## src/rtl/car_alarm_controller.sv

```systemverilog
// rtl/car_alarm_controller.sv - car alarm FSM with exit/entry delays, timed siren and trigger-door latch
// Also registers the lights-left-on warning from the door, light and ignition sensors.
module car_alarm_controller #(
  parameter int NUM_DOORS   = 4,
  parameter int EXIT_DELAY  = 8,
  parameter int ENTRY_DELAY = 16,
  parameter int SIREN_TIME  = 64
) (
  input  logic                 Clock,
  input  logic                 ResetN,
  input  logic [NUM_DOORS-1:0] DoorOpenSigns,
  input  logic                 CarLightsOnSign,
  input  logic                 IgnitionSignalOn,
  input  logic                 ArmRequest,
  input  logic                 DisarmRequest,
  output logic                 CarAlarmSignal,
  output logic                 LightsWarningSignal,
  output logic                 Armed,
  output logic [2:0]           StateCode,
  output logic [NUM_DOORS-1:0] TriggerDoor
);

  localparam int MaxExitEntry = (EXIT_DELAY > ENTRY_DELAY) ? EXIT_DELAY : ENTRY_DELAY;
  localparam int MaxDelay     = (MaxExitEntry > SIREN_TIME) ? MaxExitEntry : SIREN_TIME;
  localparam int CntW         = $clog2(MaxDelay + 1);

  localparam logic [CntW-1:0] ExitLoad  = CntW'(EXIT_DELAY - 1);
  localparam logic [CntW-1:0] EntryLoad = CntW'(ENTRY_DELAY - 1);
  localparam logic [CntW-1:0] SirenLoad = CntW'(SIREN_TIME - 1);

  typedef enum logic [2:0] {
    DISARMED = 3'd0,
    EXIT     = 3'd1,
    ARMED    = 3'd2,
    ENTRY    = 3'd3,
    ALARM    = 3'd4,
    LOCKOUT  = 3'd5
  } state_t;

  state_t          state;
  logic [CntW-1:0] count;
  logic            anyDoorOpen;

  assign anyDoorOpen = |DoorOpenSigns;

  always_ff @(posedge Clock) begin
    if (!ResetN) begin
      state               <= DISARMED;
      count               <= '0;
      TriggerDoor         <= '0;
      LightsWarningSignal <= 1'b0;
    end else begin
      LightsWarningSignal <= CarLightsOnSign & anyDoorOpen & ~IgnitionSignalOn;
      if (DisarmRequest) begin
        state       <= DISARMED;
        count       <= '0;
        TriggerDoor <= '0;
      end else begin
        case (state)
          DISARMED: begin
            TriggerDoor <= '0;
            if (ArmRequest && !IgnitionSignalOn) begin
              state <= EXIT;
              count <= ExitLoad;
            end
          end
          EXIT: begin
            TriggerDoor <= '0;
            if (count == '0) begin
              // An open door at the end of the exit window restarts it.
              if (anyDoorOpen) count <= ExitLoad;
              else             state <= ARMED;
            end else begin
              count <= count - CntW'(1);
            end
          end
          ARMED: begin
            TriggerDoor <= TriggerDoor | DoorOpenSigns;
            if (IgnitionSignalOn) begin
              state <= ALARM;
              count <= SirenLoad;
            end else if (anyDoorOpen) begin
              state <= ENTRY;
              count <= EntryLoad;
            end
          end
          ENTRY: begin
            TriggerDoor <= TriggerDoor | DoorOpenSigns;
            if (IgnitionSignalOn || count == '0) begin
              state <= ALARM;
              count <= SirenLoad;
            end else begin
              count <= count - CntW'(1);
            end
          end
          ALARM: begin
            TriggerDoor <= TriggerDoor | DoorOpenSigns;
            if (count == '0) state <= anyDoorOpen ? LOCKOUT : ARMED;
            else             count <= count - CntW'(1);
          end
          LOCKOUT: begin
            TriggerDoor <= TriggerDoor | DoorOpenSigns;
            if (!anyDoorOpen) state <= ARMED;
          end
          default: begin
            state       <= DISARMED;
            count       <= '0;
            TriggerDoor <= '0;
          end
        endcase
      end
    end
  end

  assign CarAlarmSignal = (state == ALARM);
  assign Armed          = (state == ARMED) || (state == ENTRY) || (state == ALARM) || (state == LOCKOUT);
  assign StateCode      = state;

endmodule
```

## config.mk

```make
export PLATFORM = sky130hd
export DESIGN_NAME = car_alarm_controller
export DESIGN_NICKNAME = d
export VERILOG_FILES = /design/src/rtl/car_alarm_controller.sv
export SDC_FILE = /design/constraint.sdc
export NUM_CORES = 1
export LEC_CHECK = 0
export BUFFER_PORTS_ARGS = -buffer_cell sky130_fd_sc_hd__buf_4
export CORE_MARGIN = 10
export CORE_UTILIZATION = 55
export DETAILED_ROUTE_END_ITERATION = 12
export GPL_TIMING_DRIVEN = 0
export PLACE_DENSITY = 0.82
export SYNTH_ARGS = -nofsm -noshare
export SYNTH_HDL_FRONTEND = slang
export SYNTH_SLANG_ARGS = --single-unit
```

## constraint.sdc

```tcl
create_clock -name Clock -period 3.5 [get_ports Clock]
set_input_delay 0.7 -clock Clock [delete_from_list [all_inputs] [get_ports Clock]]
set_output_delay 0.7 -clock Clock [all_outputs]
set_load 0.05 [all_outputs]
```

==> results of run 1 <==
[stage by stage]
step | power [uW] | std cells | instance area, um2
after global placement | 398 | 173 | 1170
after floorplan | 347 | 129 | 995
after detailed placement | 401 | 173 | 1170
after global routing | 543 | 177 | 1200
final | 514 | 177 | 1200
after CTS | 509 | 177 | 1200
[cell usage after synthesis (all sizes together)]
master / instances
a32o: 1
o221ai: 2
clkbuf: 4
nand2: 14
mux2i: 1
nand4: 2
nand3: 5
o22ai: 2
ha: 2
nor2: 15
o211a: 1
o31a: 1
dfxtp: 15
o21ai: 7
nand3b: 1
nor2b: 4
a31oi: 3
nor3b: 1
xnor2: 1
and3: 3
o211ai: 2
o41ai: 1
a211o: 1
nor4: 2
mux2: 1
or4: 2
o311a: 1
o32ai: 1
xor2: 2
a221oi: 1
inv: 7
and2: 1
nor3: 3
o2bb2ai: 3
a22o: 1
a221o: 1
a21oi: 9
a22oi: 2
nand2b: 3
[worst min-delay path by stage]
stage | endpoint | startpoint | slack (ns) | depth (start not counted)
after floorplan | count[1] | count[1] | 0.47 | 1
after global placement | TriggerDoor[2] | TriggerDoor[2] | 0.45 | 2
after detailed placement | TriggerDoor[0] | TriggerDoor[0] | 0.46 | 2
after CTS | TriggerDoor[2] | TriggerDoor[2] | 0.48 | 2
after global routing | TriggerDoor[0] | TriggerDoor[0] | 0.51 | 2
final | TriggerDoor[2] | TriggerDoor[2] | 0.48 | 2
[flip-flops by register name, summed over array words and instances (netlist names)]
name                 flops
TriggerDoor              4
StateCode                3
LightsWarningSignal      1
count                    7
[area by class of cell]
type | instances | area [um2] | share of cell area (%)
Multi-Input combinational cell | 103 | 653 | 54.5
Sequential cell | 15 | 300 | 25.1
Timing Repair Buffer | 19 | 143 | 11.9
Tap cell | 25 | 31.3 | 2.61
Inverter | 7 | 26.3 | 2.19
Clock buffer | 3 | 22.5 | 1.88
Buffer | 4 | 15.0 | 1.25
Clock inverter | 1 | 7.51 | 0.626
[routing by layer]
layer / wire length [um] / GRT usage [%] / vias up
met5: 0 / 0 / -
met4: 45 / 6.98 / 0
met3: 157 / 3.23 / 5
met2: 1320 / 20.6 / 45
met1: 1170 / 17.4 / 503
li1: - / - / 523
[logic make-up after synthesis]
logic type      synth area share, %
fa+ha+maj                      2.52
mux                            2.14
xor+xnor                       2.64
buf+inv                        4.15
simple gates                   28.4
flops                          30.2
compound gates                 29.9
[power groups by stage]
stage / sequential, uW / combinational (uW) / clock [uW]
after CTS: 191 / 208 / 111
after floorplan: 209 / 138 / 0
after global routing: 193 / 229 / 121
after global placement: 194 / 204 / 0
after detailed placement: 195 / 206 / 0
final: 191 / 211 / 112
[worst max-delay path: stages (launching register included)]
cell,delay [ns]
dfxtp_1,0.34
clkbuf_1,0.28
clkbuf_1,0.40
xor2_1,0.24
buf_4,0.24
==> key figures, run 1 <==
Run status
  – Outcome: finished clean

Critical path
  – CP startpoint kind: flop
  – R2R Setup Slk: 1.36 ns
  – Crit path max fanout: 10
  – Data required, critical path: 2.80 ns
  – Setup crit end kind: primary output
  – End of the worst register-to-register path: count[2]
  – CP Launch Point: StateCode[2]
  – Crit path DAT: 1.80 ns
  – End of the critical path: Armed
  – Reg2reg start: count[0]
  – R2R depth: 7
  – Class of the most critical setup path: reg -> out

Timing
  – RSZ-0062 raised after global routing: false
  – Fmax: 0.400 GHz
  – WHS: 0.476 ns
  – Final Critical Period: 2.50 ns
  – Setup-failing EPs final: 0
  – Clock Skew: 0.00248 ns
  – Slew margin rel.: 55.9%
  – Total negative slack: 0 ns
  – Final worst-path cycle share: 71.4%
  – Final worst slack: 0.999 ns
  – Fin. Hold Viols: 0
  – Slew Limit Fails: 0
  – Worst Max-Slew Pin Slew: 0.655 ns

Floorplan
  – Initial Utilization: 57.6%
  – Std cell rows: 15
  – Core area: 1730 um2
  – Die W: 62.5 um
  – Die span in y: 62.5 um
  – Ports: 20
  – Die area: 3910 um2

Pwr
  – Gate power share: 41.1%
  – Peak VDD IR: 0.279 mV
  – P_leak: 0.000497 uW
  – Cell Int Power: 301 uW
  – Net Sw Power: 213 uW
  – Sequential fraction of design power: 37.2%
  – Sw Ratio: 41.4%
  – Clk pwr share: 21.7%
  – PD cells: 429 nW/um2

Clocking
  – Post-CTS setup buffer count: 0
  – # H-tree levels: 1
  – CTS tree: yes
  – CTS Hold Buffers Added: 0
  – CTS clock-pin slew for the worst setup and hold paths: 0.10 ns
  – Cells resized by post-CTS repair: 0
  – Total CTS buffers: 3
  – Clock Tree Buf Depth: 2
  – Later-pin clock latency in the skew report: 0.30 ns
  – CTS Sinks: 15
  – Root buf cell: clkbuf_4

Global routing
  – Vias in the first global route: 983
  – Antenna violations before repair: 0
  – Largest net degree at the start of global routing: 11
  – Gr usage total: 13.7%
  – Total global routing overflow: 0
  – First-pass GRT wire length: 4440 um

Logic synthesis
  – Synth area leaders: dfxtp_1 30%, nor2_1 5.7%, nand2_1 5.3%, a21oi_1 4.0%, o21ai_0 3.5%
  – Synth Cell Area: 995 um2
  – Yosys warning count: 0
  – Distinct cells, synth: 41
  – Register bit total from synthesis: 15
  – Cell taking the most area after synthesis: dfxtp_1
  – Share of the synthesized area in the top cell type: 30.2%
  – Register area share after synthesis: 30.2%
  – Synthesized Nets: 141
  – Mean area per synthesized cell: 7.71 um2
  – Synthesized instance count: 129

Routing
  – DRT Wirelength: 2700 um
  – Remaining antenna violation count: 0
  – Wire per inst: 15.2 um
  – 1st-pass router iterations: 4
  – Initial drt markers: 61
  – Post-DR vias/cell: 6.08
  – DR vias: 1,076
  – Residual DRC: 0

Final layout
  – Antenna cells: 0
  – Share of layout cells above drive strength 1: 19.7%
  – Commonest non-fill, non-tap cell in the layout: buf_4
  – Most frequent cells in the layout: 19 x buf_4, 15 x dfxtp_1, 15 x nor2_1
  – FILL cells: 157
  – Layout area overhead: 20.5%
  – Nets: 165
  – Post-layout util: 69.4%

Placement
  – Dpl hpwl: 2070 um
  – Routability cong.: 0.888
  – I/O Buffers: 19
  – Pre-CTS setup slack: 1.04 ns

Min path
  – Worst hold path class: reg -> reg

Run
  – Max Cap Viol: 0
Note: power is estimated with default switching activity, not from simulation.
==> inputs of run 2 (changes only) <==
--- a/config.mk
+++ b/config.mk
@@ -5,12 +5,13 @@
 export SDC_FILE = /design/constraint.sdc
 export NUM_CORES = 1
 export LEC_CHECK = 0
+export ABC_AREA = 1
 export BUFFER_PORTS_ARGS = -buffer_cell sky130_fd_sc_hd__buf_4
 export CORE_MARGIN = 10
-export CORE_UTILIZATION = 55
+export CORE_UTILIZATION = 48
 export DETAILED_ROUTE_END_ITERATION = 12
 export GPL_TIMING_DRIVEN = 0
-export PLACE_DENSITY = 0.82
+export PLACE_DENSITY = 0.76
 export SYNTH_ARGS = -nofsm -noshare
 export SYNTH_HDL_FRONTEND = slang
 export SYNTH_SLANG_ARGS = --single-unit
==> constraint.sdc (replaced) <==
create_clock -name Clock -period 2.2 [get_ports Clock]
set_input_delay 0.44 -clock Clock [delete_from_list [all_inputs] [get_ports Clock]]
set_output_delay 0.44 -clock Clock [all_outputs]
set_load 0.05 [all_outputs]
==> run 2 against run 1 <==
  * Synthesized cell count is 33% higher
  * Count of clock-buffer cells in the layout is 1 higher
  * Non-clock buffer count is 3 lower
  * Largest power group is now registers
  * Clock power is 43% higher
  * Sequential power is 47% higher
  * Hold slack worse by 0.092 ns
  * Combinational power is 42% lower
  * Die area is 14% higher
  * Highest routed layer unchanged
  * Total power is 9.6% higher
  * Clock skew is 0.0012 ns lower
==> key figures, run 2 <==
Run status
  – Outcome: finished clean (unchanged)

Logic synthesis
  – Synth Flop Type: dfxtp_1 (unchanged)
  – EDFF count, synth: 0 (unchanged)
  – Synthesized Nets: 183 (was 141)
  – Mux cell area share after synthesis: 0% (was 2.14%)
  – Mean area per synthesized cell: 6.10 um2 (was 7.71 um2)
  – Cell taking the most area after synthesis: dfxtp_1 (unchanged)
  – Post-synth top cells: 52 x nand2_1, 30 x nor2_1, 17 x inv_1 (was 15 x dfxtp_1, 15 x nor2_1, 14 x nand2_1)
  – Register area share after synthesis: 28.8% (was 30.2%)
  – Yosys warning count: 0 (unchanged)
  – Asr flop ratio synth: 0% (unchanged)
  – Distinct cells, synth: 21 (was 41)
  – Synthesized instance count: 171 (was 129)
  – Most frequent cell after synthesis: nand2_1
  – Synth Cell Area: 1040 um2 (was 995 um2)
  – Share of the synthesized area in the top cell type: 28.8% (was 30.2%)
  – Synth area leaders: dfxtp_1 29%, nand2_1 19%, nor2_1 11%, inv_1 6.1%, a21oi_1 5.3% (was dfxtp_1 30%, nor2_1 5.7%, nand2_1 5.3%, a21oi_1 4.0%, o21ai_0 3.5%)
  – XOR/XNOR share of the synthesized area: 2.52% (was 2.64%)
  – Simple-Gate Fraction of Synth Area: 48.8% (was 28.4%)
  – Post-synthesis adder-cell area fraction: 2.40% (was 2.52%)
  – Largest family of logic cells by synthesized area: simple AND/OR/NAND/NOR gates (was compound AO/OA/AOI/OAI gates)
  – Register bit total from synthesis: 15 (unchanged)
  – Post-synthesis compound-gate area fraction: 9.11% (was 29.9%)

Critical path
  – Data required, critical path: 1.76 ns (was 2.80 ns)
  – End of the worst register-to-register path: count[6] (was count[2])
  – R2R Setup Slk: 0.56 ns (was 1.36 ns)
  – End of the critical path: Armed (unchanged)
  – Class of the most critical setup path: reg -> out (unchanged)
  – Crit path DAT: 1.41 ns (was 1.80 ns)
  – Reg2reg start: count[0] (unchanged)
  – Setup crit end kind: primary output (unchanged)
  – Crit path max fanout: 10 (unchanged)
  – CP startpoint kind: flop (unchanged)
  – CP Launch Point: StateCode[0] (was StateCode[2])
  – R2R depth: 10 (was 7)

Timing
  – Total negative slack: 0 ns (unchanged)
  – Final Critical Period: 1.85 ns
  – Slew margin rel.: 77.1% (was 55.9%)
  – Worst Max-Slew Pin Slew: 0.340 ns (was 0.655 ns)
  – Clock Skew: 0.00130 ns (was 0.00248 ns)
  – Fmax: 0.539 GHz
  – Final worst-path cycle share: 84.3%
  – WHS: 0.384 ns (was 0.476 ns)
  – Final worst slack: 0.345 ns (was 0.999 ns)
  – Fin. Hold Viols: 0 (unchanged)
  – Slew Limit Fails: 0 (unchanged)
  – Setup-failing EPs final: 0 (unchanged)
  – RSZ-0062 raised after global routing: false (unchanged)

Clocking
  – Total CTS buffers: 3 (unchanged)
  – Root buf cell: clkbuf_4 (unchanged)
  – Cells resized by post-CTS repair: 0 (unchanged)
  – CTS Sinks: 15 (unchanged)
  – CTS Hold Buffers Added: 0 (unchanged)
  – CTS clock-pin slew for the worst setup and hold paths: 0.09 ns (was 0.10 ns)
  – Post-CTS setup buffer count: 0 (unchanged)
  – # H-tree levels: 1 (unchanged)
  – CTS tree: yes (unchanged)
  – Later-pin clock latency in the skew report: 0.28 ns (was 0.30 ns)
  – Clock Tree Buf Depth: 2 (unchanged)

Floorplan
  – Die area: 4440 um2 (was 3910 um2)
  – Die W: 66.6 um (was 62.5 um)
  – Ports: 20 (unchanged)
  – Initial Utilization: 51.6% (was 57.6%)
  – Core area: 2020 um2 (was 1730 um2)
  – Std cell rows: 16 (was 15)
  – Die span in y: 66.6 um (was 62.5 um)

Pwr
  – Gate power share: 21.9% (was 41.1%)
  – PD cells: 451 nW/um2 (was 429 nW/um2)
  – Cell Int Power: 393 uW (was 301 uW)
  – Total Power: 563 uW (was 514 uW)
  – Sw Ratio: 30.1% (was 41.4%)
  – Peak VDD IR: 0.322 mV (was 0.279 mV)
  – P_leak: 0.000626 uW (was 0.000497 uW)
  – Clk pwr share: 28.4% (was 21.7%)
  – Sequential fraction of design power: 49.7% (was 37.2%)
  – Net Sw Power: 170 uW (was 213 uW)

Routing
  – DRT Wirelength: 2480 um (was 2700 um)
  – Initial drt markers: 57 (was 61)
  – DR vias: 1,087 (was 1,076)
  – Residual DRC: 0 (unchanged)
  – Post-DR vias/cell: 4.92 (was 6.08)
  – Remaining antenna violation count: 0 (unchanged)
  – Wire per inst: 11.2 um (was 15.2 um)
  – 1st-pass router iterations: 4 (unchanged)

Global routing
  – Antenna violations before repair: 0 (unchanged)
  – Largest net degree at the start of global routing: 11 (unchanged)
  – Vias in the first global route: 1,012 (was 983)
  – Total global routing overflow: 0 (unchanged)
  – Gr usage total: 12.2% (was 13.7%)
  – First-pass GRT wire length: 4320 um (was 4440 um)

Final layout
  – Fin area: 1250 um2 (was 1200 um2)
  – Most frequent cells in the layout: 52 x nand2_1, 30 x nor2_1, 19 x buf_4 (was 19 x buf_4, 15 x dfxtp_1, 15 x nor2_1)
  – Largest register by flop count: count (unchanged)
  – Nets: 207 (was 165)
  – Multi-input gate area: 659 um2 (was 653 um2)
  – Layout area overhead: 19.8% (was 20.5%)
  – Largest register FFs: 7 (unchanged)
  – Share of layout cells above drive strength 1: 22.7% (was 19.7%)
  – Commonest non-fill, non-tap cell in the layout: nand2_1 (was buf_4)
  – FILL cells: 206 (was 157)
  – Antenna cells: 0 (unchanged)
  – Register Area: 300 um2 (unchanged)

Min path
  – Worst hold path class: in -> reg (was reg -> reg)
  – Critical hold path startpoint: DoorOpenSigns[2] (was TriggerDoor[2])

Placement
  – Routability cong.: 0.942 (was 0.888)
  – Pre-CTS setup slack: 0.578 ns (was 1.04 ns)
  – Placed Instance Area: 1220 um2 (was 1170 um2)
  – I/O Buffers: 19 (unchanged)
  – Dpl hpwl: 2040 um (was 2070 um)

Run
  – Max Cap Viol: 0 (unchanged)
-- run 2: changes by cell type after synthesis, sizes merged, moves of 3 or more --
cell / change
nand3: +10
nand2b: -3
nand2: +40
clkbuf: -4
o2bb2ai: -3
nor2b: -4
a31oi: -3
inv: +14
nor2: +23
-- run 2: layer usage --
layer  vias up  GRT usage [%]  part of all wire, %
met3         5           3.68                  4.2
met1       489           14.8                   48
met4         0           5.76                  1.6
met5         -              0                    0
li1        577              -                    -
met2        16           19.0                   47
-- run 2: final cells by class --
class | instances | area share [%]
buffer | 1 | 0.400
multi-input combinational | 133 | 52.8
sequential | 15 | 24.0
timing repair buffer | 19 | 11.4
inverter | 22 | 6.61
tap | 27 | 2.70
clock buffer | 4 | 2.10
-- run 2: worst min path at each step --
stage,cells past startpoint,endpoint,slack [ns]
after detailed placement,2,count[0],0.46
after global routing,3,TriggerDoor[2],0.39
final,3,TriggerDoor[2],0.38
after global placement,2,count[1],0.46
after CTS,3,TriggerDoor[2],0.38
after floorplan,2,count[0],0.45
-- run 2: power groups by stage --
stage / Sequential, uW / Combinational, uW / Clock, uW
floorplan: 292 / 82.8 / 0
global placement: 286 / 121 / 0
detailed placement: 286 / 124 / 0
CTS: 280 / 124 / 165
global route: 280 / 141 / 174
finish: 280 / 123 / 160
-- run 2: cell families (layout without fill, tap and decap cells) --
group	after synthesis	count (layout)
xor+xnor	3	3
buf+inv	23	46
simple gates	110	110
compound gates	18	18
fa+ha+maj	2	2
flops	15	15
-- run 2: metrics by stage --
step	std cells	util (%)
global placement	217	60.5
detailed placement	217	60.5
floorplan	171	-
finish	221	61.8
CTS	221	61.8
global route	221	61.8
-- run 2: critical path, stage by stage (launching register included) --
cell and delay, ns:
dfxtp_1 0.37, buf_2 0.23, nand2_1 0.13, o21ai_2 0.17, buf_4 0.23
